<file path="config.mk">
export PLATFORM = sky130hd
export DESIGN_NAME = cart_mem_arbiter_flat
export DESIGN_NICKNAME = d
export VERILOG_FILES = /design/src/rtl/cart_mem_arbiter_if.sv /design/src/rtl/cart_mem_arbiter.sv /design/src/flat_wrapper.sv
export SDC_FILE = /design/constraint.sdc
export NUM_CORES = 1
export LEC_CHECK = 0
export ABC_AREA = 1
export BUFFER_PORTS_ARGS = -buffer_cell sky130_fd_sc_hd__buf_2
export CAP_MARGIN = 20
export CORE_ASPECT_RATIO = 2
export CORE_MARGIN = 10
export CORE_UTILIZATION = 41
export CTS_CLUSTER_DIAMETER = 100
export DETAILED_ROUTE_END_ITERATION = 6
export PLACE_DENSITY = 0.87
export SLEW_MARGIN = 10
export SYNTH_ARGS = -nofsm -noshare
export SYNTH_HDL_FRONTEND = slang
export SYNTH_SLANG_ARGS = --single-unit
</file>
<file path="constraint.sdc">
create_clock -name clock -period 1.5 [get_ports clock]
set_input_delay 0.15 -clock clock [delete_from_list [all_inputs] [get_ports clock]]
set_output_delay 0.15 -clock clock [all_outputs]
set_load 0.005 [all_outputs]
</file>
<file path="src/rtl/cart_mem_arbiter_if.sv">
// Signal bundle between the CPU/PPU requesters, the cartridge memory and the arbiter.
// The slave modport is the arbiter's view; master is the surrounding system's view.
interface cart_mem_arbiter_if;
  logic        cart_ready;

  logic        cpu_req;
  logic        cpu_we;
  logic        cpu_ram_sel;
  logic [20:0] cpu_addr;
  logic [7:0]  cpu_wdata;
  logic [7:0]  cpu_rdata;
  logic        cpu_ack;

  logic        ppu_req;
  logic        ppu_we;
  logic [20:0] ppu_addr;
  logic [7:0]  ppu_wdata;
  logic [7:0]  ppu_rdata;
  logic        ppu_ack;

  logic [20:0] mem_address;
  logic        mem_prg_sel;
  logic        mem_chr_sel;
  logic        mem_ram_sel;
  logic        mem_rden;
  logic        mem_wren;
  logic [7:0]  mem_write_data;
  logic [7:0]  mem_read_data;

  logic        busy;

  modport slave (
    input  cart_ready,
    input  cpu_req, cpu_we, cpu_ram_sel, cpu_addr, cpu_wdata,
    output cpu_rdata, cpu_ack,
    input  ppu_req, ppu_we, ppu_addr, ppu_wdata,
    output ppu_rdata, ppu_ack,
    output mem_address, mem_prg_sel, mem_chr_sel, mem_ram_sel,
    output mem_rden, mem_wren, mem_write_data,
    input  mem_read_data,
    output busy
  );

  modport master (
    output cart_ready,
    output cpu_req, cpu_we, cpu_ram_sel, cpu_addr, cpu_wdata,
    input  cpu_rdata, cpu_ack,
    output ppu_req, ppu_we, ppu_addr, ppu_wdata,
    input  ppu_rdata, ppu_ack,
    input  mem_address, mem_prg_sel, mem_chr_sel, mem_ram_sel,
    input  mem_rden, mem_wren, mem_write_data,
    output mem_read_data,
    input  busy
  );
endinterface

</file>
<file path="src/rtl/cart_mem_arbiter.sv">
// Shares the single-ported cartridge memory between CPU and PPU: PPU priority,
// bounded CPU starvation, fixed ISSUE/WAIT/DONE sequence per access.
module cart_mem_arbiter #(
  parameter int STARVE_LIMIT = 4
) (
  input logic               clock,
  input logic               reset_n,
  cart_mem_arbiter_if.slave bus
);

  typedef enum logic [1:0] {
    ST_IDLE,
    ST_ISSUE,
    ST_WAIT,
    ST_DONE
  } state_t;

  localparam logic [3:0] LP_LIMIT = 4'(STARVE_LIMIT);

  state_t      r_state;
  state_t      w_nextState;
  logic        r_ownerPpu;
  logic        r_we;
  logic [3:0]  r_starveCnt;
  logic [20:0] r_memAddress;
  logic        r_prgSel;
  logic        r_chrSel;
  logic        r_ramSel;
  logic        r_rden;
  logic        r_wren;
  logic [7:0]  r_wdata;
  logic [7:0]  r_cpuRdata;
  logic [7:0]  r_ppuRdata;
  logic        r_cpuAck;
  logic        r_ppuAck;

  logic        w_arbitrate;
  logic        w_cpuElig;
  logic        w_ppuElig;
  logic        w_grantCpu;
  logic        w_grantPpu;

  // DONE arbitrates like IDLE; a port whose ack is high this cycle sits out.
  always_comb begin
    w_arbitrate = (r_state == ST_IDLE) || (r_state == ST_DONE);
    w_cpuElig   = bus.cpu_req && !r_cpuAck;
    w_ppuElig   = bus.ppu_req && !r_ppuAck;
    w_grantCpu  = 1'b0;
    w_grantPpu  = 1'b0;
    w_nextState = r_state;

    if (w_arbitrate && bus.cart_ready) begin
      if (w_cpuElig && w_ppuElig) begin
        if (r_starveCnt == LP_LIMIT) begin
          w_grantCpu = 1'b1;
        end else begin
          w_grantPpu = 1'b1;
        end
      end else if (w_cpuElig) begin
        w_grantCpu = 1'b1;
      end else if (w_ppuElig) begin
        w_grantPpu = 1'b1;
      end
    end

    case (r_state)
      ST_IDLE, ST_DONE: w_nextState = (w_grantCpu || w_grantPpu) ? ST_ISSUE : ST_IDLE;
      ST_ISSUE:         w_nextState = ST_WAIT;
      ST_WAIT:          w_nextState = ST_DONE;
      default:          w_nextState = ST_IDLE;
    endcase
  end

  always_ff @(posedge clock or negedge reset_n) begin
    if (!reset_n) begin
      r_state <= ST_IDLE;
    end else begin
      r_state <= w_nextState;
    end
  end

  always_ff @(posedge clock or negedge reset_n) begin
    if (!reset_n) begin
      r_ownerPpu   <= 1'b0;
      r_we         <= 1'b0;
      r_memAddress <= '0;
      r_prgSel     <= 1'b0;
      r_chrSel     <= 1'b0;
      r_ramSel     <= 1'b0;
      r_rden       <= 1'b0;
      r_wren       <= 1'b0;
      r_wdata      <= '0;
      r_cpuRdata   <= '0;
      r_ppuRdata   <= '0;
      r_cpuAck     <= 1'b0;
      r_ppuAck     <= 1'b0;
    end else begin
      r_rden   <= 1'b0;
      r_wren   <= 1'b0;
      r_wdata  <= '0;
      r_cpuAck <= 1'b0;
      r_ppuAck <= 1'b0;

      case (r_state)
        ST_IDLE, ST_DONE: begin
          if (w_grantCpu) begin
            r_ownerPpu   <= 1'b0;
            r_we         <= bus.cpu_we;
            r_memAddress <= bus.cpu_addr;
            r_prgSel     <= !bus.cpu_ram_sel;
            r_chrSel     <= 1'b0;
            r_ramSel     <= bus.cpu_ram_sel;
            r_rden       <= !bus.cpu_we;
            r_wren       <= bus.cpu_we;
            r_wdata      <= bus.cpu_wdata;
          end else if (w_grantPpu) begin
            r_ownerPpu   <= 1'b1;
            r_we         <= bus.ppu_we;
            r_memAddress <= bus.ppu_addr;
            r_prgSel     <= 1'b0;
            r_chrSel     <= 1'b1;
            r_ramSel     <= 1'b0;
            r_rden       <= !bus.ppu_we;
            r_wren       <= bus.ppu_we;
            r_wdata      <= bus.ppu_wdata;
          end else begin
            r_memAddress <= '0;
            r_prgSel     <= 1'b0;
            r_chrSel     <= 1'b0;
            r_ramSel     <= 1'b0;
          end
        end
        ST_WAIT: begin
          r_memAddress <= '0;
          r_prgSel     <= 1'b0;
          r_chrSel     <= 1'b0;
          r_ramSel     <= 1'b0;
          if (r_ownerPpu) begin
            r_ppuAck <= 1'b1;
            if (!r_we) begin
              r_ppuRdata <= bus.mem_read_data;
            end
          end else begin
            r_cpuAck <= 1'b1;
            if (!r_we) begin
              r_cpuRdata <= bus.mem_read_data;
            end
          end
        end
        default: ;
      endcase
    end
  end

  // Counts PPU wins that overtook a waiting CPU; saturates so the CPU wins next time both compete.
  always_ff @(posedge clock or negedge reset_n) begin
    if (!reset_n) begin
      r_starveCnt <= '0;
    end else if (w_grantCpu) begin
      r_starveCnt <= '0;
    end else if (w_grantPpu && bus.cpu_req) begin
      if (r_starveCnt < LP_LIMIT) begin
        r_starveCnt <= r_starveCnt + 4'd1;
      end
    end else if (w_arbitrate && !bus.cpu_req) begin
      r_starveCnt <= '0;
    end
  end

  assign bus.mem_address    = r_memAddress;
  assign bus.mem_prg_sel    = r_prgSel;
  assign bus.mem_chr_sel    = r_chrSel;
  assign bus.mem_ram_sel    = r_ramSel;
  assign bus.mem_rden       = r_rden;
  assign bus.mem_wren       = r_wren;
  assign bus.mem_write_data = r_wdata;
  assign bus.cpu_rdata      = r_cpuRdata;
  assign bus.cpu_ack        = r_cpuAck;
  assign bus.ppu_rdata      = r_ppuRdata;
  assign bus.ppu_ack        = r_ppuAck;
  assign bus.busy           = (r_state == ST_ISSUE) || (r_state == ST_WAIT);

endmodule

</file>
<file path="src/flat_wrapper.sv">
// flat-port wrapper written by rule: the top's interface ports become plain ports
module cart_mem_arbiter_flat 
#(
  parameter int STARVE_LIMIT = 4
)
  (clock, reset_n, bus_cart_ready, bus_cpu_req, bus_cpu_we, bus_cpu_ram_sel, bus_cpu_addr, bus_cpu_wdata, bus_cpu_rdata, bus_cpu_ack, bus_ppu_req, bus_ppu_we, bus_ppu_addr, bus_ppu_wdata, bus_ppu_rdata, bus_ppu_ack, bus_mem_address, bus_mem_prg_sel, bus_mem_chr_sel, bus_mem_ram_sel, bus_mem_rden, bus_mem_wren, bus_mem_write_data, bus_mem_read_data, bus_busy);
  cart_mem_arbiter_if bus_i ();
  input logic clock;
  input logic reset_n;
  input wire logic [$bits(bus_i.cart_ready)-1:0] bus_cart_ready;
  input wire logic [$bits(bus_i.cpu_req)-1:0] bus_cpu_req;
  input wire logic [$bits(bus_i.cpu_we)-1:0] bus_cpu_we;
  input wire logic [$bits(bus_i.cpu_ram_sel)-1:0] bus_cpu_ram_sel;
  input wire logic [$bits(bus_i.cpu_addr)-1:0] bus_cpu_addr;
  input wire logic [$bits(bus_i.cpu_wdata)-1:0] bus_cpu_wdata;
  output wire logic [$bits(bus_i.cpu_rdata)-1:0] bus_cpu_rdata;
  output wire logic [$bits(bus_i.cpu_ack)-1:0] bus_cpu_ack;
  input wire logic [$bits(bus_i.ppu_req)-1:0] bus_ppu_req;
  input wire logic [$bits(bus_i.ppu_we)-1:0] bus_ppu_we;
  input wire logic [$bits(bus_i.ppu_addr)-1:0] bus_ppu_addr;
  input wire logic [$bits(bus_i.ppu_wdata)-1:0] bus_ppu_wdata;
  output wire logic [$bits(bus_i.ppu_rdata)-1:0] bus_ppu_rdata;
  output wire logic [$bits(bus_i.ppu_ack)-1:0] bus_ppu_ack;
  output wire logic [$bits(bus_i.mem_address)-1:0] bus_mem_address;
  output wire logic [$bits(bus_i.mem_prg_sel)-1:0] bus_mem_prg_sel;
  output wire logic [$bits(bus_i.mem_chr_sel)-1:0] bus_mem_chr_sel;
  output wire logic [$bits(bus_i.mem_ram_sel)-1:0] bus_mem_ram_sel;
  output wire logic [$bits(bus_i.mem_rden)-1:0] bus_mem_rden;
  output wire logic [$bits(bus_i.mem_wren)-1:0] bus_mem_wren;
  output wire logic [$bits(bus_i.mem_write_data)-1:0] bus_mem_write_data;
  input wire logic [$bits(bus_i.mem_read_data)-1:0] bus_mem_read_data;
  output wire logic [$bits(bus_i.busy)-1:0] bus_busy;
  assign bus_i.cart_ready = bus_cart_ready;
  assign bus_i.cpu_req = bus_cpu_req;
  assign bus_i.cpu_we = bus_cpu_we;
  assign bus_i.cpu_ram_sel = bus_cpu_ram_sel;
  assign bus_i.cpu_addr = bus_cpu_addr;
  assign bus_i.cpu_wdata = bus_cpu_wdata;
  assign bus_cpu_rdata = bus_i.cpu_rdata;
  assign bus_cpu_ack = bus_i.cpu_ack;
  assign bus_i.ppu_req = bus_ppu_req;
  assign bus_i.ppu_we = bus_ppu_we;
  assign bus_i.ppu_addr = bus_ppu_addr;
  assign bus_i.ppu_wdata = bus_ppu_wdata;
  assign bus_ppu_rdata = bus_i.ppu_rdata;
  assign bus_ppu_ack = bus_i.ppu_ack;
  assign bus_mem_address = bus_i.mem_address;
  assign bus_mem_prg_sel = bus_i.mem_prg_sel;
  assign bus_mem_chr_sel = bus_i.mem_chr_sel;
  assign bus_mem_ram_sel = bus_i.mem_ram_sel;
  assign bus_mem_rden = bus_i.mem_rden;
  assign bus_mem_wren = bus_i.mem_wren;
  assign bus_mem_write_data = bus_i.mem_write_data;
  assign bus_i.mem_read_data = bus_mem_read_data;
  assign bus_busy = bus_i.busy;
  cart_mem_arbiter #(.STARVE_LIMIT(STARVE_LIMIT)) u_core (.clock(clock), .reset_n(reset_n), .bus(bus_i));
endmodule
</file>
==> flow_summary.ini <==
[clock_network]
clock_latency_ps = 320
cts_root_buffer = clkbuf_16
cts.htree.levels = 3
clk_path_buf_depth = 2
cts_tree = yes
numCtsBuffers = 9
clock_sinks = 60
clk_pin_slew_ps = 50

[sta]
slew_headroom_pct = 78.9
clock_skew_ps = 6.22
whs_ps = 24.8
setup_violations = 11
fin_crit_ps = 1520
fmax_ghz = 0.659
rsz0062_at_grt = true
finalCritPeriodShare_pct = 101
hold_viol_final = 0
finalMaxSlewViolations = 0
fin_setup_tns_ps = -95.2
worstMarginPinSlew_ps = 316
fin_ws_ps = -18.5

[place]
place.gp.congestion = 0.890
place_inst = 509
hpwl_mm = 6.10
portBuffers = 126
pre_cts_ws_ps = -54.0

[floorplan]
io_pins = 127
die_height_um = 133
coreArea_sq_mm = 0.00626
rows = 41
die_area_sq_mm = 0.0101
start_util_pct = 41.6
die_w_um = 76.4

[synth]
avgSynthCellArea_sq_um = 8.77
synth_seq_cells = 60
syn_inst = 297
syn-cell-area_sq_mm = 0.00260
synth_nets = 375
ys_seq_area_share_pct = 57.6
ys_types = 23
yosys_warnings = 0

[detailed_routing]
vias = 2560
wl_per_cell_um = 15.8
drcViolationCount = 0
finalWirelength_mm = 8.37
drt_first_iter_violations = 171
ant_nets = 0
dr.pass1.iters = 4
via_per_inst = 4.84

[critical_path]
arrival_ps = 1770
critPathLaunchType = flip-flop
required_ps = 1750
crit_fanout = 21
crit_path_end_kind = flip-flop
reg2regPathDepth = 8
path_class = flip-flop to flip-flop

[grt]
grt_pass1_wl_mm = 12.9
grt_pass1_vias = 2671
grt_use_total_pct = 15.8
grt_max_degree = 61
antenna_found_initial = 0
gr-total-overflow = 0

[run_status]
status = complete, but fails checks
violations = negative setup slack

[final_layout]
area_growth_pct = 47.2
final_cells = 529
final_nets = 517
n_antenna_cell = 0
drive_gt1_share_pct = 40.9

[run]
cap_viol_max_count = 0

[power_and_ir_drop]
peakVddDrop_uv = 1250
power_density_mw_per_mm2 = 1800
p_leak_nw = 2.16

[min_path]
whs_path_depth = 2
hold_path_class = input port to flip-flop
-- cell type report --
cell class              count  area (sq um)
flip-flops and latches     60          1500
clock buffers              14           284
clock inverters             1          5.00
repair buffers            143           841
multi-input cells         199           986
fillers                   557          2420
well taps                  86           108
inverters                  26           109
-- path summary, 6_finish.rpt --
kind                                         from  slack [ps]                          to
min in group asynchronous                 reset_n         370     u_core.bus.cpu_rdata[5]
worst max-delay path            u_core.r_state[1]         -20  u_core.bus.mem_address[19]
worst max register to register  u_core.r_state[1]         -20  u_core.bus.mem_address[19]
worst min-delay path              bus_cpu_ram_sel          20      u_core.bus.mem_prg_sel
max in group asynchronous                 reset_n         860  u_core.bus.mem_address[10]
worst min register to register  u_core.r_ownerPpu         470          u_core.bus.cpu_ack
-- cell usage in the layout, fill, tap and decap left out --
master,n
inv_1,22
buf_12,3
ha_1,2
nor2_4,4
ha_2,1
nor2_2,2
buf_2,126
inv_8,1
clkbuf_1,1
nor2_1,8
clkbuf_8,4
buf_4,9
buf_6,2
nand2_2,10
o21a_1,1
a21oi_1,1
o211ai_1,2
nand2_4,3
nand2_1,95
o21ai_1,3
o31ai_1,1
dlygate4sd3_1,1
clkinvlp_4,1
nand4_1,1
ha_4,1
clkbuf_16,11
xnor2_1,1
o21ai_0,16
inv_2,2
dfrtp_1,60
clkinv_2,1
nand3_1,47
-- Yosys cell counts --
cell / number / area, sq um
nand2_1: 104 / 390
dfrtp_1: 60 / 1500
nand3_1: 47 / 235
inv_1: 24 / 90.1
o21ai_0: 16 / 80.1
nor2_1: 9 / 33.8
clkbuf_1: 4 / 15.0
ha_1: 4 / 50.1
buf_2: 3 / 15.0
buf_4: 3 / 22.5
nand2_2: 3 / 18.8
nor2_4: 3 / 33.8
o21ai_1: 3 / 15.0
buf_6: 2 / 22.5
inv_2: 2 / 7.51
nor2_2: 2 / 12.5
o211ai_1: 2 / 15.0
a21oi_1: 1 / 5.00
nand2_4: 1 / 11.3
nand4_1: 1 / 6.26
o21a_1: 1 / 7.51
o31ai_1: 1 / 7.51
xnor2_1: 1 / 8.76
-- critical path, stage by stage (launching register included) --
cell,delay (ps)
dfrtp_1,410
ha_4,310
nand2_4,70
nor2_4,130
nand2_4,100
nor2_4,110
buf_12,160
nand2_1,60
nand3_1,80
-- power breakdown --
| group | switching (mW) | total, mW | internal, mW | leakage [nW] |
|---|---|---|---|---|
| clock | 0.647 | 1.93 | 1.28 | 0.145 |
| sequential | 0.259 | 2.40 | 2.14 | 0.793 |
| combinational | 1.50 | 2.59 | 1.09 | 1.22 |
-- repair_timing --
item	in CTS	in global routing
hold buffers	1	0
buffers inserted	0	2
gates cloned	0	2
pin swaps	0	4
resized for setup	2	20
endpoints found under the hold margin	60	0
setup endpoints to repair	38	39
-- flip-flops by register name, summed over array words and instances, names as in the netlist --
signal / cells
u_core.r_ownerPpu: 1
u_core.r_state: 2
u_core.bus.ppu_rdata: 8
u_core.bus.mem_ram_sel: 1
u_core.bus.mem_write_data: 8
u_core.r_starveCnt: 4
u_core.bus.mem_rden: 1
u_core.bus.mem_chr_sel: 1
u_core.bus.mem_prg_sel: 1
u_core.bus.cpu_rdata: 8
u_core.r_we: 1
u_core.bus.mem_wren: 1
u_core.bus.cpu_ack: 1
u_core.bus.ppu_ack: 1
u_core.bus.mem_address: 21
-- kinds of logic after synthesis --
family                     Yosys count  share of synthesized area (%)
and+or+nand+nor                    170                           28.5
DFF                                 60                           57.6
buffers and inverters               38                           6.63
AOI/OAI and AO/OA                   24                           5.00
adders and majority gates            4                           1.92
xor gates and xnor gates             1                          0.336
-- stage by stage --
stage | total power, mW | utilization, % | instance area [sq um]
floorplan | 3.61 | - | 2610
global placement | 4.67 | 54.3 | 3400
detailed placement | 4.78 | 54.3 | 3400
CTS | 6.81 | 59.3 | 3710
global route | 7.38 | 61.3 | 3830
finish | 6.92 | 61.3 | 3830
-- layer usage --
layer | part of all wire, % | global-route usage [%] | vias to the layer above
li1 | - | - | 1228
met1 | 34 | 14.9 | 1201
met2 | 56 | 29.1 | 103
met3 | 4.7 | 4.00 | 28
met4 | 4.8 | 10.4 | 0
met5 | 0 | 0 | -
No activity file was read; power rests on OpenSTA's default activity.
